**src/rtl/uart_tx.sv**
```systemverilog
// uart_tx: UART transmitter. Serialises one byte per i_Tx_Dv strobe, LSB
// first, framed as start(0), D0..D7, [even parity], stop(1).
//
// Build option: define UART_TX_PARITY_EN to include the even-parity bit
// (11-bit frame). Leave it undefined for a 10-bit frame with no parity.
//
// Parameters:
//   CLK_CY_PER_BIT  clock cycles per serial bit (2..65535)
// Ports:
//   i_clk        system clock, rising edge
//   i_rst        synchronous active-high reset
//   i_Tx_Dv      one-cycle strobe, i_Tx_Byte valid
//   i_Tx_Byte    byte to send
//   o_Tx_Serial  serial line, idles high
//   o_Tx_Active  high from start bit through stop bit
//   o_Tx_Done    one-cycle pulse after the stop bit
module uart_tx #(
  parameter int CLK_CY_PER_BIT = 87
) (
  input  logic       i_clk,
  input  logic       i_rst,
  input  logic       i_Tx_Dv,
  input  logic [7:0] i_Tx_Byte,
  output logic       o_Tx_Serial,
  output logic       o_Tx_Active,
  output logic       o_Tx_Done
);

`ifdef UART_TX_PARITY_EN
  typedef enum logic [2:0] {
    S_IDLE, S_START, S_DATA, S_PARITY, S_STOP, S_CLEANUP
  } state_e;
`else
  typedef enum logic [2:0] {
    S_IDLE, S_START, S_DATA, S_STOP, S_CLEANUP
  } state_e;
`endif

  localparam logic [15:0] LastCnt = 16'(CLK_CY_PER_BIT - 1);

  state_e      state_q;
  logic [15:0] clk_cnt_q;
  logic [2:0]  bit_idx_q;
  logic [7:0]  byte_q;
`ifdef UART_TX_PARITY_EN
  logic        parity_q;
`endif
  logic        serial_q;
  logic        active_q;
  logic        done_q;

  logic bit_end;
  assign bit_end = (clk_cnt_q == LastCnt);

  // Outputs are registered: each transition loads the line value of the
  // bit being entered, so the line changes on the same edge as the state.
  always_ff @(posedge i_clk) begin
    if (i_rst) begin
      state_q   <= S_IDLE;
      clk_cnt_q <= '0;
      bit_idx_q <= '0;
      byte_q    <= '0;
`ifdef UART_TX_PARITY_EN
      parity_q  <= 1'b0;
`endif
      serial_q  <= 1'b1;
      active_q  <= 1'b0;
      done_q    <= 1'b0;
    end else begin
      done_q <= 1'b0;
      case (state_q)
        // CLEANUP accepts a strobe exactly like IDLE, giving the
        // minimum N+1 stop-bit gap for back-to-back frames.
        S_IDLE, S_CLEANUP: begin
          serial_q  <= 1'b1;
          active_q  <= 1'b0;
          clk_cnt_q <= '0;
          bit_idx_q <= '0;
          state_q   <= S_IDLE;
          if (i_Tx_Dv) begin
            byte_q   <= i_Tx_Byte;
`ifdef UART_TX_PARITY_EN
            parity_q <= ^i_Tx_Byte;
`endif
            serial_q <= 1'b0;
            active_q <= 1'b1;
            state_q  <= S_START;
          end
        end
        S_START: begin
          if (bit_end) begin
            clk_cnt_q <= '0;
            serial_q  <= byte_q[0];
            state_q   <= S_DATA;
          end else begin
            clk_cnt_q <= clk_cnt_q + 16'd1;
          end
        end
        S_DATA: begin
          if (bit_end) begin
            clk_cnt_q <= '0;
            if (bit_idx_q == 3'd7) begin
              bit_idx_q <= '0;
`ifdef UART_TX_PARITY_EN
              serial_q  <= parity_q;
              state_q   <= S_PARITY;
`else
              serial_q  <= 1'b1;
              state_q   <= S_STOP;
`endif
            end else begin
              bit_idx_q <= bit_idx_q + 3'd1;
              serial_q  <= byte_q[bit_idx_q + 3'd1];
            end
          end else begin
            clk_cnt_q <= clk_cnt_q + 16'd1;
          end
        end
`ifdef UART_TX_PARITY_EN
        S_PARITY: begin
          if (bit_end) begin
            clk_cnt_q <= '0;
            serial_q  <= 1'b1;
            state_q   <= S_STOP;
          end else begin
            clk_cnt_q <= clk_cnt_q + 16'd1;
          end
        end
`endif
        S_STOP: begin
          if (bit_end) begin
            clk_cnt_q <= '0;
            serial_q  <= 1'b1;
            active_q  <= 1'b0;
            done_q    <= 1'b1;
            state_q   <= S_CLEANUP;
          end else begin
            clk_cnt_q <= clk_cnt_q + 16'd1;
          end
        end
        default: begin
          clk_cnt_q <= '0;
          bit_idx_q <= '0;
          serial_q  <= 1'b1;
          active_q  <= 1'b0;
          state_q   <= S_IDLE;
        end
      endcase
    end
  end

  assign o_Tx_Serial = serial_q;
  assign o_Tx_Active = active_q;
  assign o_Tx_Done   = done_q;

endmodule
```
**config.mk**
```make
export PLATFORM = sky130hd
export DESIGN_NAME = uart_tx
export DESIGN_NICKNAME = d
export VERILOG_FILES = /design/src/rtl/uart_tx.sv
export SDC_FILE = /design/constraint.sdc
export NUM_CORES = 1
export LEC_CHECK = 0
export CORE_UTILIZATION = 56
export DETAILED_ROUTE_END_ITERATION = 8
export GPL_ROUTABILITY_DRIVEN = 0
export GPL_TIMING_DRIVEN = 0
export PLACE_DENSITY = 0.74
export SETUP_SLACK_MARGIN = 0.4
export SLEW_MARGIN = 30
export SYNTH_ARGS = -nofsm -noshare
export SYNTH_HDL_FRONTEND = slang
export SYNTH_SLANG_ARGS = --single-unit
```
**constraint.sdc**
```tcl
create_clock -name i_clk -period 2.9 [get_ports i_clk]
set_clock_uncertainty 0.15 [all_clocks]
set_input_delay 0.58 -clock i_clk [delete_from_list [all_inputs] [get_ports i_clk]]
set_output_delay 0.58 -clock i_clk [all_outputs]
set_load 0.02 [all_outputs]
```
* Word level (Yosys, flattened, before mapping)
Cells that the tools add are included.
** Operators by class
- Add/sub/neg operators :: 2
- Multipliers :: 0
- Divide/modulo/power cells :: 0
- Order comparisons :: 1
- Equality and inequality tests :: 10
- Shift-type cells :: 0
- Muxes and demuxes :: 21
- Bitwise operators :: 4
- Reduce and logical (&&, ||, !) cells :: 12
** Operators by type and width (count)
- 3-bit 2-to-1 mux :: 6
- 16-bit by 1-bit adder with 16-bit output, second input constant :: 1
- 16-bit by 7-bit == test with 1-bit output, second input constant :: 1
- 3-bit one-hot mux with 4 select lines :: 1
- 1-bit 2-to-1 mux :: 10
- 2-bit != test, second input constant :: 4
- 2-bit OR reduction :: 4
- 3-bit by 2-bit == test with 1-bit output, second input constant :: 2
- 3-bit == test, second input constant :: 2
- 3-bit one-hot mux with 2 select lines :: 1
- 2-bit AND reduction :: 3
- 3-bit OR reduction :: 2
- 3-bit by 4-bit less-than comparator with 1-bit output, second input constant :: 1
- 1-bit NOT :: 4
- 1-bit one-hot mux with 4 select lines :: 1
- 4-bit AND reduction :: 1
- 3-bit by 1-bit adder with 3-bit output, second input constant :: 1
- 1-bit binary-select mux with 3-bit select :: 1
- 3-bit by 1-bit == test with 1-bit output, second input constant :: 1
- 3-bit zero test :: 1
- 1-bit one-hot mux with 3 select lines :: 1
- 3-bit AND reduction :: 1
** Storage, ports and cells
- Bits in registers :: 33
- Latch bits :: 0
- Memory bits (writable) :: 0
- Bits in read-only memories :: 0
- Bits of input ports :: 11
- Output and inout bits :: 3
- Memories kept :: 0

* Logic depth before layout (Yosys ltp)
- Depth after elaboration :: 6
- Depth in mapped cells :: 9

* Worst setup path after synthesis
Ideal clock, no wire load.
- Path type :: reg2reg
- Start :: register clk_cnt_q[0]
- End :: register clk_cnt_q[7]
- Arrival :: 1.812 ns
- Slack :: 0.876 ns
- Stages on the path, launching flop included :: 10
- Buffers on the path :: 3
- Cell sequence :: dfxtp_1 > inv_1 > ha_1 > nor3b_1 > and4_1 > buf_6 > or4_4 > buf_6 > buf_12 > nor2_4
** Between the ends
- Word-level cells in the longest chain between the ends :: 2
- Elaborated cells on any way between the ends :: 3
** RTL lines
- from (decl) :: line 42 : logic [15:0] clk_cnt_q;
- from (signal assigned) :: line 96 : clk_cnt_q <= clk_cnt_q + 16'd1;
- from (signal assigned) :: line 116 : clk_cnt_q <= clk_cnt_q + 16'd1;
- from (signal assigned) :: line 138 : clk_cnt_q <= clk_cnt_q + 16'd1;
- branches (longest 2 deep; another with 16-bit by 1-bit adder with 16-bit output)
Parallel ways; which one is timed is not known.
A chain may end at the register's enable or synchronous reset.

* Worst setup path after layout
Ends and elaborated chain as after synthesis.

==> reports/metrics.cfg <==
[run_status]
status = completed

[clocking]
cts_tree = built
cts_sinks = 33
h-tree-depth = 2
ctsHoldBuffers = 0
cts_root_buf = clkbuf_4
clk_pin_slew_worst_paths_ps = 100
numCtsBuffers = 5
cts_resized = 0
insertion_delay_ps = 340
cts_setup_buffers = 0
ctsLongestPathBuffers = 2

[timing]
rsz0062_at_grt = no
fin_ws_ps = 723
slew_headroom_pct = 70.3
fmax_ghz = 0.459
min_period_ps = 2180
post-route-period-util_pct = 75.1
fin_setup_tns_ps = 0
setup_viol = 0
slew_violations = 0
tightest_slew_ps = 445
hold_viol = 0

[critical_path]
reg2reg_depth = 9
critPathLaunchType = register
worstPathMaxFanout = 10
cpMostUsedCell = buf_6
cp_cell_sequence = inv_1 > ha_1 > nor3b_1 > and4_1 > buf_6 > or4_4 > buf_6 > buf_12 > nor2_4
crit_slowest_cell = or4_4
crit_required_ps = 3040
critPathCaptureType = register
max_stage_delay_ps = 410
critical_path_class = register to register
crit_family = simple AND/OR/NAND/NOR gates
crit_arrival_ps = 2310
critPathBufInv = 4
cp.depth = 9

[worst_hold_path]
worstHoldPathCells = 2
hp-class = register to register

[drt]
drc = 0
vias = 1373
drtAntennaViolNets = 0
vias_per_cell = 5.82
wl_um = 3140
wire_per_inst_um = 13.3
firstDrtPassIters = 5
drt_iter0_drc = 86

[placement]
pre_cts_slack_ps = 723
io_buffer_count = 13
dp_hpwl_um = 2220

[logic_synthesis]
avgSynthCellArea_sq_um = 8.91
synthCells = 185
ys_ff_latch = 33
synth_top_area_cell = dfxtp_1
yosys_warnings = 0
synth_nets = 200
synth_area_leaders = dfxtp_1 (40%), nand2_1 (5.9%), nor2_4 (5.5%)
mappedNetlistArea_sq_mm = 0.00165
ys_types = 37
yosysSeqAreaShare_pct = 40.1
synth_top_area_share_pct = 40.1

[die]
rows = 19
die_h_um = 56.3
die_area_sq_mm = 0.00317
initial_core_util_pct = 59.3
ios = 14
die_w_um = 56.3
coreArea_sq_mm = 0.00278

[final_layout]
antennaDiodeCount = 0
fill_cells = 236
drive_above_1_share_pct = 11.2
nets = 220
syn_to_final_growth_pct = 13.6

[pwr]
leakagePower_nw = 0.619
power_mw = 0.830
powerDensity_mw_per_mm2 = 443
peakVddDrop_v = 0.000403

[global_routing]
grtUsageTotal_pct = 23.3
grt_pass1_wl_um = 5620
grt_pass1_vias = 1267
grt_max_degree = 11
grt.overflow.total = 0
antenna_found_initial = 0

[job]
maxCapViolations = 0

==> layout by cell type, fill, tap and decap left out, types with 5 or more instances in the layout <==
master / instances
or3_1: 5
nor2_1: 7
dfxtp_1: 33
clkdlybuf4s50_1: 13
clkbuf_1: 9
nand2_1: 26
xor2_1: 9
nor2_4: 8
o21ai_0: 7
nand4_1: 7
a21oi_1: 15
inv_1: 5
nand3_1: 9
clkbuf_4: 5
==> area by class of cell <==
class / instances / area [sq um] / share of cell area (%)
Multi-Input combinational cell: 135 / 886 / 47.3
Clock buffer: 7 / 55.1 / 2.94
Inverter: 5 / 18.8 / 1.00
Sequential cell: 33 / 661 / 35.3
Timing Repair Buffer: 13 / 130 / 6.95
Buffer: 12 / 83.8 / 4.48
Tap cell: 31 / 38.8 / 2.07
==> cell usage after synthesis (all sizes together) <==
cell,instances
and2,3
nor2,17
nand3,9
and3,2
a21oi,15
nor4b,3
inv,5
a31o,1
clkbuf,8
a211oi,2
buf,4
nand4b,1
or4,2
nand2,26
a22o,1
o2111ai,1
mux4,1
nand4,7
o21ai,7
nor3b,1
xnor2,1
and4,3
nor4,2
nor2b,1
dfxtp,33
or3,5
xor2,9
and4bb,1
mux2i,4
ha,4
o31ai,1
nor3,1
a31oi,4
==> flip-flops by register name, summed over array words and instances (netlist names) <==
name,count
bit_idx_q,3
byte_q,8
clk_cnt_q,16
o_Tx_Active,1
o_Tx_Done,1
o_Tx_Serial,1
state_q,3
==> worst reg2reg max path, cell delays in order, from the launching register on <==
cell and delay [ps]:
dfxtp_1 390, inv_1 60, ha_1 210, nor3b_1 150
and4_1 210, buf_6 130, or4_4 410, buf_6 150
buf_12 160, nor2_4 100
==> layer usage <==
metal	global-route usage (%)	vias up	part of all wire [%]
li1	-	690	-
met1	29.9	632	46
met2	34.4	44	45
met3	8.06	7	6.8
met5	0	-	0
met4	12.9	0	2.5
==> logic make-up (layout without fill, tap and decap cells) <==
| family | after synthesis | count (layout) | synth area share [%] |
|---|---|---|---|
| simple gates | 84 | 84 | 30.4 |
| flops | 33 | 33 | 40.1 |
| compound gates | 32 | 32 | 11.2 |
| buf+inv | 17 | 37 | 6.22 |
| xor+xnor | 10 | 10 | 5.31 |
| mux | 5 | 5 | 3.79 |
| fa+ha+maj | 4 | 4 | 3.04 |
==> metrics by stage <==
stage / hold slack (ps) / utilization [%] / cell area [sq um] / cells
after floorplan: 285 / - / 1650 / 185
after global placement: 294 / 65.4 / 1820 / 229
after detailed placement: 302 / 65.4 / 1820 / 229
after CTS: 316 / 67.3 / 1870 / 236
after global routing: 332 / 67.3 / 1870 / 236
final: 318 / 67.3 / 1870 / 236
==> path summary, 6_finish.rpt <==
| path | slack, ps | start | endpoint |
|---|---|---|---|
| setup / recovery | 720 | clk_cnt_q[0] | clk_cnt_q[7] |
| hold / removal | 320 | byte_q[4] | byte_q[4] |
| hold reg to reg | 320 | byte_q[4] | byte_q[4] |
| setup reg to reg | 720 | clk_cnt_q[0] | clk_cnt_q[7] |
==> where the power goes <==
| part | switching [mW] | leakage (nW) | total (mW) | internal [mW] |
|---|---|---|---|---|
| registers | 0.00840 | 0.268 | 0.474 | 0.466 |
| clock network | 0.155 | 0.0314 | 0.270 | 0.114 |
| logic | 0.0439 | 0.319 | 0.0861 | 0.0422 |
| total | 0.208 | 0.619 | 0.830 | 0.623 |
Power figures use the tool's default switching activity.
